[config.mk]
export PLATFORM = sky130hd
export DESIGN_NAME = jtkiwi_gfx_arb_flat
export DESIGN_NICKNAME = d
export VERILOG_FILES = /design/src/rtl/jtkiwi_gfx_arb_if.sv /design/src/rtl/jtkiwi_gfx_arb.sv /design/src/flat_wrapper.sv
export SDC_FILE = /design/constraint.sdc
export NUM_CORES = 1
export LEC_CHECK = 0
export CAP_MARGIN = 25
export CORE_ASPECT_RATIO = 2
export CORE_UTILIZATION = 39
export CTS_CLUSTER_DIAMETER = 100
export CTS_CLUSTER_SIZE = 10
export DETAILED_ROUTE_END_ITERATION = 7
export PLACE_DENSITY = 0.85
export SLEW_MARGIN = 20
export SYNTH_ARGS = -nofsm -noshare
export SYNTH_HDL_FRONTEND = slang
export SYNTH_SLANG_ARGS = --single-unit
[constraint.sdc]
create_clock -name clk -period 1.7 [get_ports clk]
set_input_delay 0.34 -clock clk [delete_from_list [all_inputs] [get_ports clk]]
set_output_delay 0.34 -clock clk [all_outputs]
set_load 0.05 [all_outputs]
[src/rtl/jtkiwi_gfx_arb_if.sv]
// GFX read-port bundle between the tile/object fetchers, the arbiter and the VRAM/LUT RAMs.
// Latency: none, this file only declares wires.
// Backpressure: requesters hold req until ack; there is no stall on the return path.
// slave  : arbiter view (requests and RAM data in; acks, return data and RAM addresses out).
// master : requester/RAM view, the mirror of slave.
interface jtkiwi_gfx_arb_if #(
  parameter int VAW = 12,
  parameter int LAW = 10
);
  logic           tm_req;
  logic [VAW-1:0] tm_vaddr;
  logic [LAW-1:0] tm_laddr;
  logic           tm_ack;
  logic           tm_dvalid;
  logic [15:0]    tm_vdata;
  logic [7:0]     tm_ldata;
  logic           obj_req;
  logic [VAW-1:0] obj_vaddr;
  logic [LAW-1:0] obj_laddr;
  logic           obj_ack;
  logic           obj_dvalid;
  logic [15:0]    obj_vdata;
  logic [7:0]     obj_ldata;
  logic [VAW-1:0] vram_addr;
  logic [15:0]    vram_q;
  logic [LAW-1:0] lut_addr;
  logic [7:0]     lut_q;
  logic           slot_cen;
  logic [1:0]     slot;

  modport slave (
    input  tm_req, tm_vaddr, tm_laddr, obj_req, obj_vaddr, obj_laddr, vram_q, lut_q,
    output tm_ack, tm_dvalid, tm_vdata, tm_ldata,
    output obj_ack, obj_dvalid, obj_vdata, obj_ldata,
    output vram_addr, lut_addr, slot_cen, slot
  );

  modport master (
    output tm_req, tm_vaddr, tm_laddr, obj_req, obj_vaddr, obj_laddr, vram_q, lut_q,
    input  tm_ack, tm_dvalid, tm_vdata, tm_ldata,
    input  obj_ack, obj_dvalid, obj_vdata, obj_ldata,
    input  vram_addr, lut_addr, slot_cen, slot
  );
endinterface

[src/rtl/jtkiwi_gfx_arb.sv]
// Time-slot arbiter sharing the GFX VRAM (16b) and LUT (8b) read ports between tilemap and object fetchers.
// Latency: grant is combinational; read data and its dvalid pulse appear MEM_LAT+1 cycles after ack.
// Backpressure: req is held until ack; the return path never stalls.
// Ports: clk / rst_n (async, active low) / sync (forces slot 0 at the next edge);
//        bus (slave modport): per-requester req/addr/ack/dvalid/data, RAM addresses and data, slot and slot_cen.
module jtkiwi_gfx_arb #(
  parameter int MEM_LAT = 1,
  parameter int SHARE   = 1,
  parameter int VAW     = 12,
  parameter int LAW     = 10
) (
  input  logic              clk,
  input  logic              rst_n,
  input  logic              sync,
  jtkiwi_gfx_arb_if.slave   bus
);

  localparam bit SHARE_EN = (SHARE != 0);

  typedef logic [MEM_LAT-1:0] pipe_t;

  logic [1:0]  slot_q, slot_d;
  logic        slot_cen_q, slot_cen_d;
  pipe_t       pv_q, pv_d;   // return-pipe valid bits, stage 0 = newest grant
  pipe_t       pt_q, pt_d;   // return-pipe owner tags, 1 = object fetcher
  logic        tm_dvalid_q, tm_dvalid_d;
  logic        obj_dvalid_q, obj_dvalid_d;
  logic [15:0] tm_vdata_q, tm_vdata_d;
  logic [7:0]  tm_ldata_q, tm_ldata_d;
  logic [15:0] obj_vdata_q, obj_vdata_d;
  logic [7:0]  obj_ldata_q, obj_ldata_d;

  logic           tm_own;
  logic           tm_gnt;
  logic           obj_gnt;
  logic           ret_vld;
  logic           ret_obj;
  logic [VAW-1:0] vaddr_sel;
  logic [LAW-1:0] laddr_sel;

  always_comb begin
    // Slots 0,1 belong to the tilemap, 2,3 to the object fetcher.
    tm_own  = ~slot_q[1];
    // The owner always wins; the other side only borrows an idle owner's slot when sharing is on.
    tm_gnt  = bus.tm_req  & (tm_own  | (SHARE_EN & ~bus.obj_req));
    obj_gnt = bus.obj_req & (~tm_own | (SHARE_EN & ~bus.tm_req));

    vaddr_sel = '0;
    laddr_sel = '0;
    if (tm_gnt) begin
      vaddr_sel = bus.tm_vaddr;
      laddr_sel = bus.tm_laddr;
    end else if (obj_gnt) begin
      vaddr_sel = bus.obj_vaddr;
      laddr_sel = bus.obj_laddr;
    end

    slot_d     = sync ? 2'd0 : slot_q + 2'd1;
    slot_cen_d = (slot_d == 2'd0);

    // The oldest stage lines up with the RAM output of the matching grant.
    pv_d = (pv_q << 1) | pipe_t'(tm_gnt | obj_gnt);
    pt_d = (pt_q << 1) | pipe_t'(obj_gnt);

    ret_vld = pv_q[MEM_LAT-1];
    ret_obj = pt_q[MEM_LAT-1];

    tm_dvalid_d  = ret_vld & ~ret_obj;
    obj_dvalid_d = ret_vld & ret_obj;

    tm_vdata_d  = tm_dvalid_d  ? bus.vram_q : tm_vdata_q;
    tm_ldata_d  = tm_dvalid_d  ? bus.lut_q  : tm_ldata_q;
    obj_vdata_d = obj_dvalid_d ? bus.vram_q : obj_vdata_q;
    obj_ldata_d = obj_dvalid_d ? bus.lut_q  : obj_ldata_q;
  end

  always_ff @(posedge clk or negedge rst_n) begin
    if (!rst_n) begin
      slot_q       <= '0;
      slot_cen_q   <= 1'b0;
      pv_q         <= '0;
      pt_q         <= '0;
      tm_dvalid_q  <= 1'b0;
      obj_dvalid_q <= 1'b0;
      tm_vdata_q   <= '0;
      tm_ldata_q   <= '0;
      obj_vdata_q  <= '0;
      obj_ldata_q  <= '0;
    end else begin
      slot_q       <= slot_d;
      slot_cen_q   <= slot_cen_d;
      pv_q         <= pv_d;
      pt_q         <= pt_d;
      tm_dvalid_q  <= tm_dvalid_d;
      obj_dvalid_q <= obj_dvalid_d;
      tm_vdata_q   <= tm_vdata_d;
      tm_ldata_q   <= tm_ldata_d;
      obj_vdata_q  <= obj_vdata_d;
      obj_ldata_q  <= obj_ldata_d;
    end
  end

  assign bus.tm_ack     = tm_gnt;
  assign bus.obj_ack    = obj_gnt;
  assign bus.vram_addr  = vaddr_sel;
  assign bus.lut_addr   = laddr_sel;
  assign bus.tm_dvalid  = tm_dvalid_q;
  assign bus.tm_vdata   = tm_vdata_q;
  assign bus.tm_ldata   = tm_ldata_q;
  assign bus.obj_dvalid = obj_dvalid_q;
  assign bus.obj_vdata  = obj_vdata_q;
  assign bus.obj_ldata  = obj_ldata_q;
  assign bus.slot       = slot_q;
  assign bus.slot_cen   = slot_cen_q;

endmodule

[src/flat_wrapper.sv]
// flat-port wrapper written by rule: the top's interface ports become plain ports
module jtkiwi_gfx_arb_flat 
#(
  parameter int MEM_LAT = 1,
  parameter int SHARE   = 1,
  parameter int VAW     = 12,
  parameter int LAW     = 10
)
  (clk, rst_n, sync, bus_tm_req, bus_tm_vaddr, bus_tm_laddr, bus_obj_req, bus_obj_vaddr, bus_obj_laddr, bus_vram_q, bus_lut_q, bus_tm_ack, bus_tm_dvalid, bus_tm_vdata, bus_tm_ldata, bus_obj_ack, bus_obj_dvalid, bus_obj_vdata, bus_obj_ldata, bus_vram_addr, bus_lut_addr, bus_slot_cen, bus_slot);
  jtkiwi_gfx_arb_if #(.VAW(VAW), .LAW(LAW)) bus_i ();
  input  logic clk;
  input  logic rst_n;
  input  logic sync;
  input wire logic [$bits(bus_i.tm_req)-1:0] bus_tm_req;
  input wire logic [$bits(bus_i.tm_vaddr)-1:0] bus_tm_vaddr;
  input wire logic [$bits(bus_i.tm_laddr)-1:0] bus_tm_laddr;
  input wire logic [$bits(bus_i.obj_req)-1:0] bus_obj_req;
  input wire logic [$bits(bus_i.obj_vaddr)-1:0] bus_obj_vaddr;
  input wire logic [$bits(bus_i.obj_laddr)-1:0] bus_obj_laddr;
  input wire logic [$bits(bus_i.vram_q)-1:0] bus_vram_q;
  input wire logic [$bits(bus_i.lut_q)-1:0] bus_lut_q;
  output wire logic [$bits(bus_i.tm_ack)-1:0] bus_tm_ack;
  output wire logic [$bits(bus_i.tm_dvalid)-1:0] bus_tm_dvalid;
  output wire logic [$bits(bus_i.tm_vdata)-1:0] bus_tm_vdata;
  output wire logic [$bits(bus_i.tm_ldata)-1:0] bus_tm_ldata;
  output wire logic [$bits(bus_i.obj_ack)-1:0] bus_obj_ack;
  output wire logic [$bits(bus_i.obj_dvalid)-1:0] bus_obj_dvalid;
  output wire logic [$bits(bus_i.obj_vdata)-1:0] bus_obj_vdata;
  output wire logic [$bits(bus_i.obj_ldata)-1:0] bus_obj_ldata;
  output wire logic [$bits(bus_i.vram_addr)-1:0] bus_vram_addr;
  output wire logic [$bits(bus_i.lut_addr)-1:0] bus_lut_addr;
  output wire logic [$bits(bus_i.slot_cen)-1:0] bus_slot_cen;
  output wire logic [$bits(bus_i.slot)-1:0] bus_slot;
  assign bus_i.tm_req = bus_tm_req;
  assign bus_i.tm_vaddr = bus_tm_vaddr;
  assign bus_i.tm_laddr = bus_tm_laddr;
  assign bus_i.obj_req = bus_obj_req;
  assign bus_i.obj_vaddr = bus_obj_vaddr;
  assign bus_i.obj_laddr = bus_obj_laddr;
  assign bus_i.vram_q = bus_vram_q;
  assign bus_i.lut_q = bus_lut_q;
  assign bus_tm_ack = bus_i.tm_ack;
  assign bus_tm_dvalid = bus_i.tm_dvalid;
  assign bus_tm_vdata = bus_i.tm_vdata;
  assign bus_tm_ldata = bus_i.tm_ldata;
  assign bus_obj_ack = bus_i.obj_ack;
  assign bus_obj_dvalid = bus_i.obj_dvalid;
  assign bus_obj_vdata = bus_i.obj_vdata;
  assign bus_obj_ldata = bus_i.obj_ldata;
  assign bus_vram_addr = bus_i.vram_addr;
  assign bus_lut_addr = bus_i.lut_addr;
  assign bus_slot_cen = bus_i.slot_cen;
  assign bus_slot = bus_i.slot;
  jtkiwi_gfx_arb #(.MEM_LAT(MEM_LAT), .SHARE(SHARE), .VAW(VAW), .LAW(LAW)) u_core (.clk(clk), .rst_n(rst_n), .sync(sync), .bus(bus_i));
endmodule
==> qor.yml, run 1 <==
setup_path:
  critical_path_arrival_ps: 1450
  crit_end_element: "output port"
  criticalPathCategory: "reg2out"
  cp_slowest_stage_delay_ps: 470
  crit_path_start_kind: "flip-flop"
  critical_path_buf_inv_count: 1
  crit_path_cell_trace: "nand2b_4, a32o_2, buf_12"
  worst-path-stages: 3
  cp_top_family: "flip-flops"
  r2r_cells: 3
  worst_path_max_delay_cell: "sky130_fd_sc_hd__dfrtp_2"
  reg2reg_slack_ps: 330
  cp.required_ps: 1360
  timing.critical_path.fanout_max: 6
pwr:
  power_frac_comb_pct: 45.6
  peak_supply_drop_v: 0.0007223
  clockPowerShare_pct: 21.0
  cellInternalPower_mw: 2.996
  power.static_leakage_nw: 2.038
  ratio_of_total_power_to_cell_area_nw_per_um2: 1135
  power.share.sequential_pct: 33.4
  switching_power_mw: 1.906
  power.switching_fraction_pct: 38.89
synthesis:
  yosys_register_bits: 55
  netlist_area_um2: 2389
  mappedNetlistNets: 222
  post_synth_num_cell_types: 19
  synth_cells: 149
  part_of_the_yosys_area_used_for_sequential_elements_pct: 57.62
  yosys_warnings: 0
  synth_area_per_cell_um2: 16.03
floorplan:
  die_area_um2: 6460
  io_pins: 150
  die_width_um: 57.34
  coreArea_um2: 5956
  num_rows: 40
  vertical_die_dimension_um: 112.7
  initial_utilization_pct: 40.11
clock_network:
  clkLatencyLatePin_ps: 300
  root_buffer: "sky130_fd_sc_hd__clkbuf_16"
  clock_tree.htree_level_count: 2
  cts_buffer_depth: 2
  sinks_on_clock_net: 55
  cts.clk_slew.worst_paths_ps: 70
  clock_tree_from_tritoncts: "done"
  post_cts_hold_buffer_count: 0
  cts_made_buffers: 5
status:
  violations: "DRC, setup timing"
  status: "complete, but fails checks"
timing:
  finalSetupViolations: 23
  worst_slew_pin_slew_ps: 510.6
  timing.final.crit_share_pct: 105.2
  setup_total_negative_slack_ps: -1452
  max_slew_margin_vs_limit_pct: 65.96
  fmax_mhz: 559.1
  rsz0062_at_grt: "yes"
  fin_worst_skew_ps: 6.971
  final_critical_path_setup_slack_ps: -88.51
  timing_max_transition_violations_final: 0
  period_needed_ps: 1789
  hold_viol_final: 0
finish:
  layout-drive-gt1-share_pct: 57.93
  design.final.nets: 381
  postLayoutCellArea_um2: 4320
  non_filler_instance_count_after_layout: 372
  layout.cells.most_common: "sky130_fd_sc_hd__clkdlybuf4s50_1"
  mostFrequentLayoutCells: "sky130_fd_sc_hd__clkdlybuf4s50_1 (69), sky130_fd_sc_hd__buf_4 (62), sky130_fd_sc_hd__dfrtp_1 (54)"
  seq_area_um2: 1378
  n_fill_cell: 395
  flow.area_growth_from_synthesis_pct: 80.88
  area_of_combinational_cells_with_multiple_inputs_um2: 987.2
  antenna-diode-count: 0
job:
  timing.max_cap.violations: 0
placement:
  gpl.final_weighted_congestion: 0.8064
  dpl_cell_area_um2: 4104
  setup_slack_after_placement_ps: -286.0
  io_buffers: 149
  dp.cells: 359
  place_hpwl_mm: 5.133
route:
  dr.pass1.iters: 6
  drt-wirelength-per-cell_um: 18.02
  drt-initial-drc-count: 53
  remaining_drc_errors: 9
  finalWirelength_mm: 6.704
  vias_per_cell: 5.290
  antenna_violating_nets_post_route: 0
  route.vias.total: 1968
grt:
  grt_util_all_layers_pct: 21.65
  grt_pass1_wl_mm: 10.23
  initial_antenna_violation_count: 0
  grt_overflow: 0
  maximum_number_of_pins_on_one_net_before_global_route_repair: 35
  first_global_vias: 2172
worst_hold_path:
  kind_of_path_behind_the_tightest_hold_check: "in2async"
==> worst reg2reg max path: cells and delay by family, from the launching register on <==
family	cells	cell delay, ps
buffers and inverters	1	240
DFF	1	400
muxes	1	350
and+or+nand+nor	1	260
==> what timing repair did <==
item,CTS,global route
cloned,3,0
buffers inserted,0,2
pin swaps,2,0
gates resized for setup,12,0
setup endpoints to repair,24,23
==> state kept, by name, indices dropped and copies added, names as in the netlist, 2 cells and up <==
register / flops
u_core.bus.tm_vdata: 16
u_core.bus.tm_ldata: 8
u_core.bus.slot: 2
u_core.bus.obj_vdata: 16
u_core.bus.obj_ldata: 8
==> power by group through the flow <==
| stage | sequential, mW | clock (mW) | combinational, mW |
|---|---|---|---|
| after floorplan | 2.38 | 0 | 0.608 |
| after global placement | 1.65 | 0 | 2.19 |
| after detailed placement | 1.66 | 0 | 2.21 |
| after CTS | 1.64 | 1.06 | 2.24 |
| after global routing | 1.66 | 1.09 | 2.31 |
| final | 1.64 | 1.03 | 2.23 |
==> layer usage <==
metal | vias up | share of wire, % | track usage (%)
met5 | - | 0 | 0
met4 | 0 | 2.7 | 9.756
li1 | 876 | - | -
met3 | 13 | 8.5 | 7.143
met2 | 121 | 59 | 42.27
met1 | 958 | 30 | 18.76
==> Yosys cell counts, drive strengths merged <==
| cell type | number | share of area (%) |
|---|---|---|
| buf | 10 | 3.8 |
| a32o | 22 | 9.2 |
| dfrtp | 55 | 58 |
| inv | 2 | 0.31 |
| nand2 | 1 | 0.26 |
| and2 | 1 | 0.26 |
| xnor2 | 1 | 0.37 |
| a21o | 1 | 0.31 |
| clkbuf | 2 | 0.31 |
| nor2 | 2 | 0.31 |
| or2 | 1 | 0.26 |
| mux2 | 48 | 26 |
| nand2b | 2 | 0.84 |
| a21boi | 1 | 0.47 |
==> cells by family after synthesis <==
| family | synth area share (%) |
|---|---|
| AOI/OAI and AO/OA | 10.01 |
| and+or+nand+nor | 1.939 |
| buffers and inverters | 4.453 |
| DFF | 57.62 |
| xor gates and xnor gates | 0.3668 |
| muxes | 25.62 |
==> stage by stage <==
stage	hold slack, ps	utilization (%)	power (mW)
3_3_place_gp	329.1	68.91	3.836
2_1_floorplan	44.41	-	2.985
3_5_place_dp	333.0	68.91	3.876
5_1_grt	44.05	72.54	5.064
6_report	1.221	72.54	4.902
4_1_cts	9.070	72.29	4.941
==> final cells by class <==
type,count,area share [%]
clock buffers,5,2.896
clock inverters,3,0.5213
multi-input cells,83,22.85
inverters,2,0.1738
well taps,63,1.825
repair buffers,161,39.85
flip-flops and latches,55,31.89
==> path summary, 6_finish.rpt <==
kind / start / endpoint
min in group clk: u_core.bus.obj_vdata[4]$_DFFE_PN0P_ / u_core.bus.obj_vdata[4]$_DFFE_PN0P_
setup / recovery: u_core.bus.slot[1]$_DFF_PN0_ / bus_vram_addr[9]
hold reg to reg: u_core.bus.obj_vdata[4]$_DFFE_PN0P_ / u_core.bus.obj_vdata[4]$_DFFE_PN0P_
setup reg to reg: u_core.pv_q$_DFF_PN0_ / u_core.bus.obj_vdata[1]$_DFFE_PN0P_
hold / removal: rst_n / u_core.bus.obj_vdata[5]$_DFFE_PN0P_
max in group asynchronous: rst_n / u_core.bus.obj_ldata[6]$_DFFE_PN0P_
Power figures use the tool's default switching activity.
==> run 2, diff against run 1 <==
--- a/config.mk
+++ b/config.mk
@@ -7,11 +7,11 @@
 export LEC_CHECK = 0
 export CAP_MARGIN = 25
 export CORE_ASPECT_RATIO = 2
-export CORE_UTILIZATION = 39
+export CORE_UTILIZATION = 37
 export CTS_CLUSTER_DIAMETER = 100
 export CTS_CLUSTER_SIZE = 10
 export DETAILED_ROUTE_END_ITERATION = 7
-export PLACE_DENSITY = 0.85
+export PLACE_DENSITY = 0.81
 export SLEW_MARGIN = 20
 export SYNTH_ARGS = -nofsm -noshare
 export SYNTH_HDL_FRONTEND = slang
==> constraint.sdc (replaced) <==
create_clock -name clk -period 2 [get_ports clk]
set_input_delay 0.4 -clock clk [delete_from_list [all_inputs] [get_ports clk]]
set_output_delay 0.4 -clock clk [all_outputs]
set_load 0.05 [all_outputs]
==> qor.yml, run 2 (same netlist as run 1, synthesis figures left out) <==
floorplan:
  num_rows: 41  # +2.5%
  io_pins: 150  # unchanged
  vertical_die_dimension_um: 115.6  # +2.6%
  die_area_um2: 6800  # +5.3%
  coreArea_um2: 6259  # +5.1%
  initial_utilization_pct: 38.16  # -1.9 points
  die_width_um: 58.82  # +2.6%
clock_network:
  cts.clk_slew.worst_paths_ps: 70  # about the same
  cts_buffer_depth: 2  # unchanged
  sinks_on_clock_net: 55  # unchanged
  post_cts_hold_buffer_count: 0  # unchanged
  clock_tree.htree_level_count: 2  # unchanged
  cts_made_buffers: 5  # unchanged
  clkLatencyLatePin_ps: 290  # about the same
  clock_tree_from_tritoncts: "done"
  root_buffer: "sky130_fd_sc_hd__clkbuf_16"
pwr:
  cellInternalPower_mw: 2.838  # -5.3%
  power.share.sequential_pct: 31.4  # -2.0 points
  power.switching_fraction_pct: 35.62  # -3.3 points
  clockPowerShare_pct: 24.7  # +3.7 points
  peak_supply_drop_v: 0.0005088  # -30%
  switching_power_mw: 1.570  # -18%
  power.static_leakage_nw: 1.961  # -3.8%
  ratio_of_total_power_to_cell_area_nw_per_um2: 991.9  # -13%
  power_frac_comb_pct: 43.8  # -1.8 points
job:
  timing.max_cap.violations: 0  # unchanged
route:
  drt-wirelength-per-cell_um: 16.72  # -7.2%
  antenna_violating_nets_post_route: 0  # unchanged
  vias_per_cell: 4.946  # -6.5%
  route.vias.total: 1914  # -2.7%
  drt-initial-drc-count: 41  # -23%
  dr.pass1.iters: 4  # -2
  remaining_drc_errors: 0  # -9
  finalWirelength_mm: 6.471  # -3.5%
setup_path:
  crit_path_cell_trace: "nand2b_4, a32o_1, buf_12"
  critical_path_arrival_ps: 1530  # +80 ps
  cp_slowest_stage_delay_ps: 470  # about the same
  worst_path_max_delay_cell: "sky130_fd_sc_hd__dfrtp_2"
  cp.required_ps: 1600  # +240 ps
  crit_path_start_kind: "flip-flop"
  criticalPathCategory: "reg2out"
  crit_end_element: "output port"
  timing.critical_path.fanout_max: 23  # +17
finish:
  n_fill_cell: 444  # +12%
  antenna-diode-count: 0  # unchanged
  mostFrequentLayoutCells: "sky130_fd_sc_hd__clkdlybuf4s50_1 (120), sky130_fd_sc_hd__dfrtp_1 (54), sky130_fd_sc_hd__mux2_2 (29)"
  layout.cells.most_common: "sky130_fd_sc_hd__clkdlybuf4s50_1"
  flow.area_growth_from_synthesis_pct: 86.07
  non_filler_instance_count_after_layout: 387  # +4.0%
  design.final.nets: 373  # -2.1%
  layout-drive-gt1-share_pct: 38.21  # -20 points
timing:
  timing_max_transition_violations_final: 0  # unchanged
  worst_slew_pin_slew_ps: 565.2  # +54.54 ps
  hold_viol_final: 0  # unchanged
  rsz0062_at_grt: "no"
  holdWs_ps: 98.32  # +97.10 ps
  period_needed_ps: 1932
  fin_worst_skew_ps: 4.135  # -2.836 ps
  timing.final.crit_share_pct: 96.61
  finalSetupViolations: 0  # -100%
  max_slew_margin_vs_limit_pct: 62.32  # -3.6 points
  fmax_mhz: 517.6
grt:
  maximum_number_of_pins_on_one_net_before_global_route_repair: 32  # -8.6%
  grt_util_all_layers_pct: 20.55  # -1.1 points
  grt_pass1_wl_mm: 10.27  # +0.48%
  grt_overflow: 0  # unchanged
  initial_antenna_violation_count: 0  # unchanged
  first_global_vias: 2106  # -3.0%
placement:
  io_buffers: 149  # unchanged
  place_hpwl_mm: 5.136  # about the same
  dp.cells: 379  # +5.6%
  gpl.final_weighted_congestion: 0.7912  # -1.9%
worst_hold_path:
  kind_of_path_behind_the_tightest_hold_check: "in2async"
status:
  status: "completed"
## run 2: changes by cell type in the layout (fill, tap and decap cells not counted), moves of 2 or more
cell / previous run / this run
sky130_fd_sc_hd__nand2b_4: 4 / 1
sky130_fd_sc_hd__a32o_2: 22 / 20
sky130_fd_sc_hd__clkdlybuf4s50_1: 69 / 120
sky130_fd_sc_hd__bufinv_16: 0 / 2
sky130_fd_sc_hd__buf_4: 62 / 5
sky130_fd_sc_hd__a32o_1: 0 / 2
## run 2: through the flow
step / util [%] / power (mW) / TNS [ps] / cell area (µm²) / worst slack, ps
CTS: 70.99 / 4.449 / 0 / 4443 / 62.74
global route: 71.01 / 4.581 / 0 / 4444 / 0.3342
detailed placement: 67.69 / 3.345 / -1617 / 4237 / -102.3
finish: 71.01 / 4.408 / 0 / 4444 / 67.87
global placement: 67.69 / 3.313 / -1154 / 4237 / -66.78
floorplan: - / 2.530 / 0 / 2401 / 183.8
## run 2: timing repair
item                                    4_1_cts  5_1_grt
buffers inserted                              0        0
endpoints found under the setup margin       23        1
gates resized for setup                      13        1
## run 2: path summary, 6_finish.rpt
kind	startpoint	end	slack, ps	cells after the start
worst min register to register	u_core.bus.obj_vdata[11]$_DFFE_PN0P_	u_core.bus.obj_vdata[11]$_DFFE_PN0P_	500	1
worst max register to register	u_core.pt_q$_DFF_PN0_	u_core.bus.tm_vdata[6]$_DFFE_PN0P_	620	3
min in group clk	u_core.bus.obj_vdata[11]$_DFFE_PN0P_	u_core.bus.obj_vdata[11]$_DFFE_PN0P_	500	1
worst min-delay path	rst_n	u_core.bus.obj_vdata[7]$_DFFE_PN0P_	100	1
worst max-delay path	u_core.bus.slot[1]$_DFF_PN0_	bus_lut_addr[4]	70	3
max in group asynchronous	rst_n	u_core.bus.obj_vdata[1]$_DFFE_PN0P_	1340	2
## run 2: critical path: cells and delay by family (launching register included)
kind / cells / cell delay, ps
buffers and inverters: 1 / 150
AND/OR/NAND/NOR: 1 / 280
AO/OA/AOI/OAI: 1 / 340
flip-flops: 1 / 470
## run 2: layout make-up
cell class	count	area (µm²)	share of cell area [%]
inverters	2	7.507	0.1689
repair buffers	156	1822	40.99
well taps	86	107.6	2.421
clock inverters	2	60.06	1.351
clock buffers	6	128.9	2.900
flip-flops and latches	55	1378	31.00
multi-input cells	80	940.9	21.17
## run 2: per-layer routing
layer  share of wire, %  GRT usage (%)  routed length [µm]  vias up
li1                   -              -                   -      864
met1                 33          20.23                2136      915
met2                 57          38.86                3685      122
met3                7.2          5.022                 464       13
met4                2.9          9.048                 185        0
met5                  0              0                   0        -
## run 2: power groups by stage
stage	sequential (mW)	clock (mW)	combinational [mW]
6_report	1.39	1.09	1.93
4_1_cts	1.39	1.11	1.95
5_1_grt	1.40	1.17	2.01
3_5_place_dp	1.41	0	1.94
2_1_floorplan	2.02	0	0.510
3_3_place_gp	1.39	0	1.92
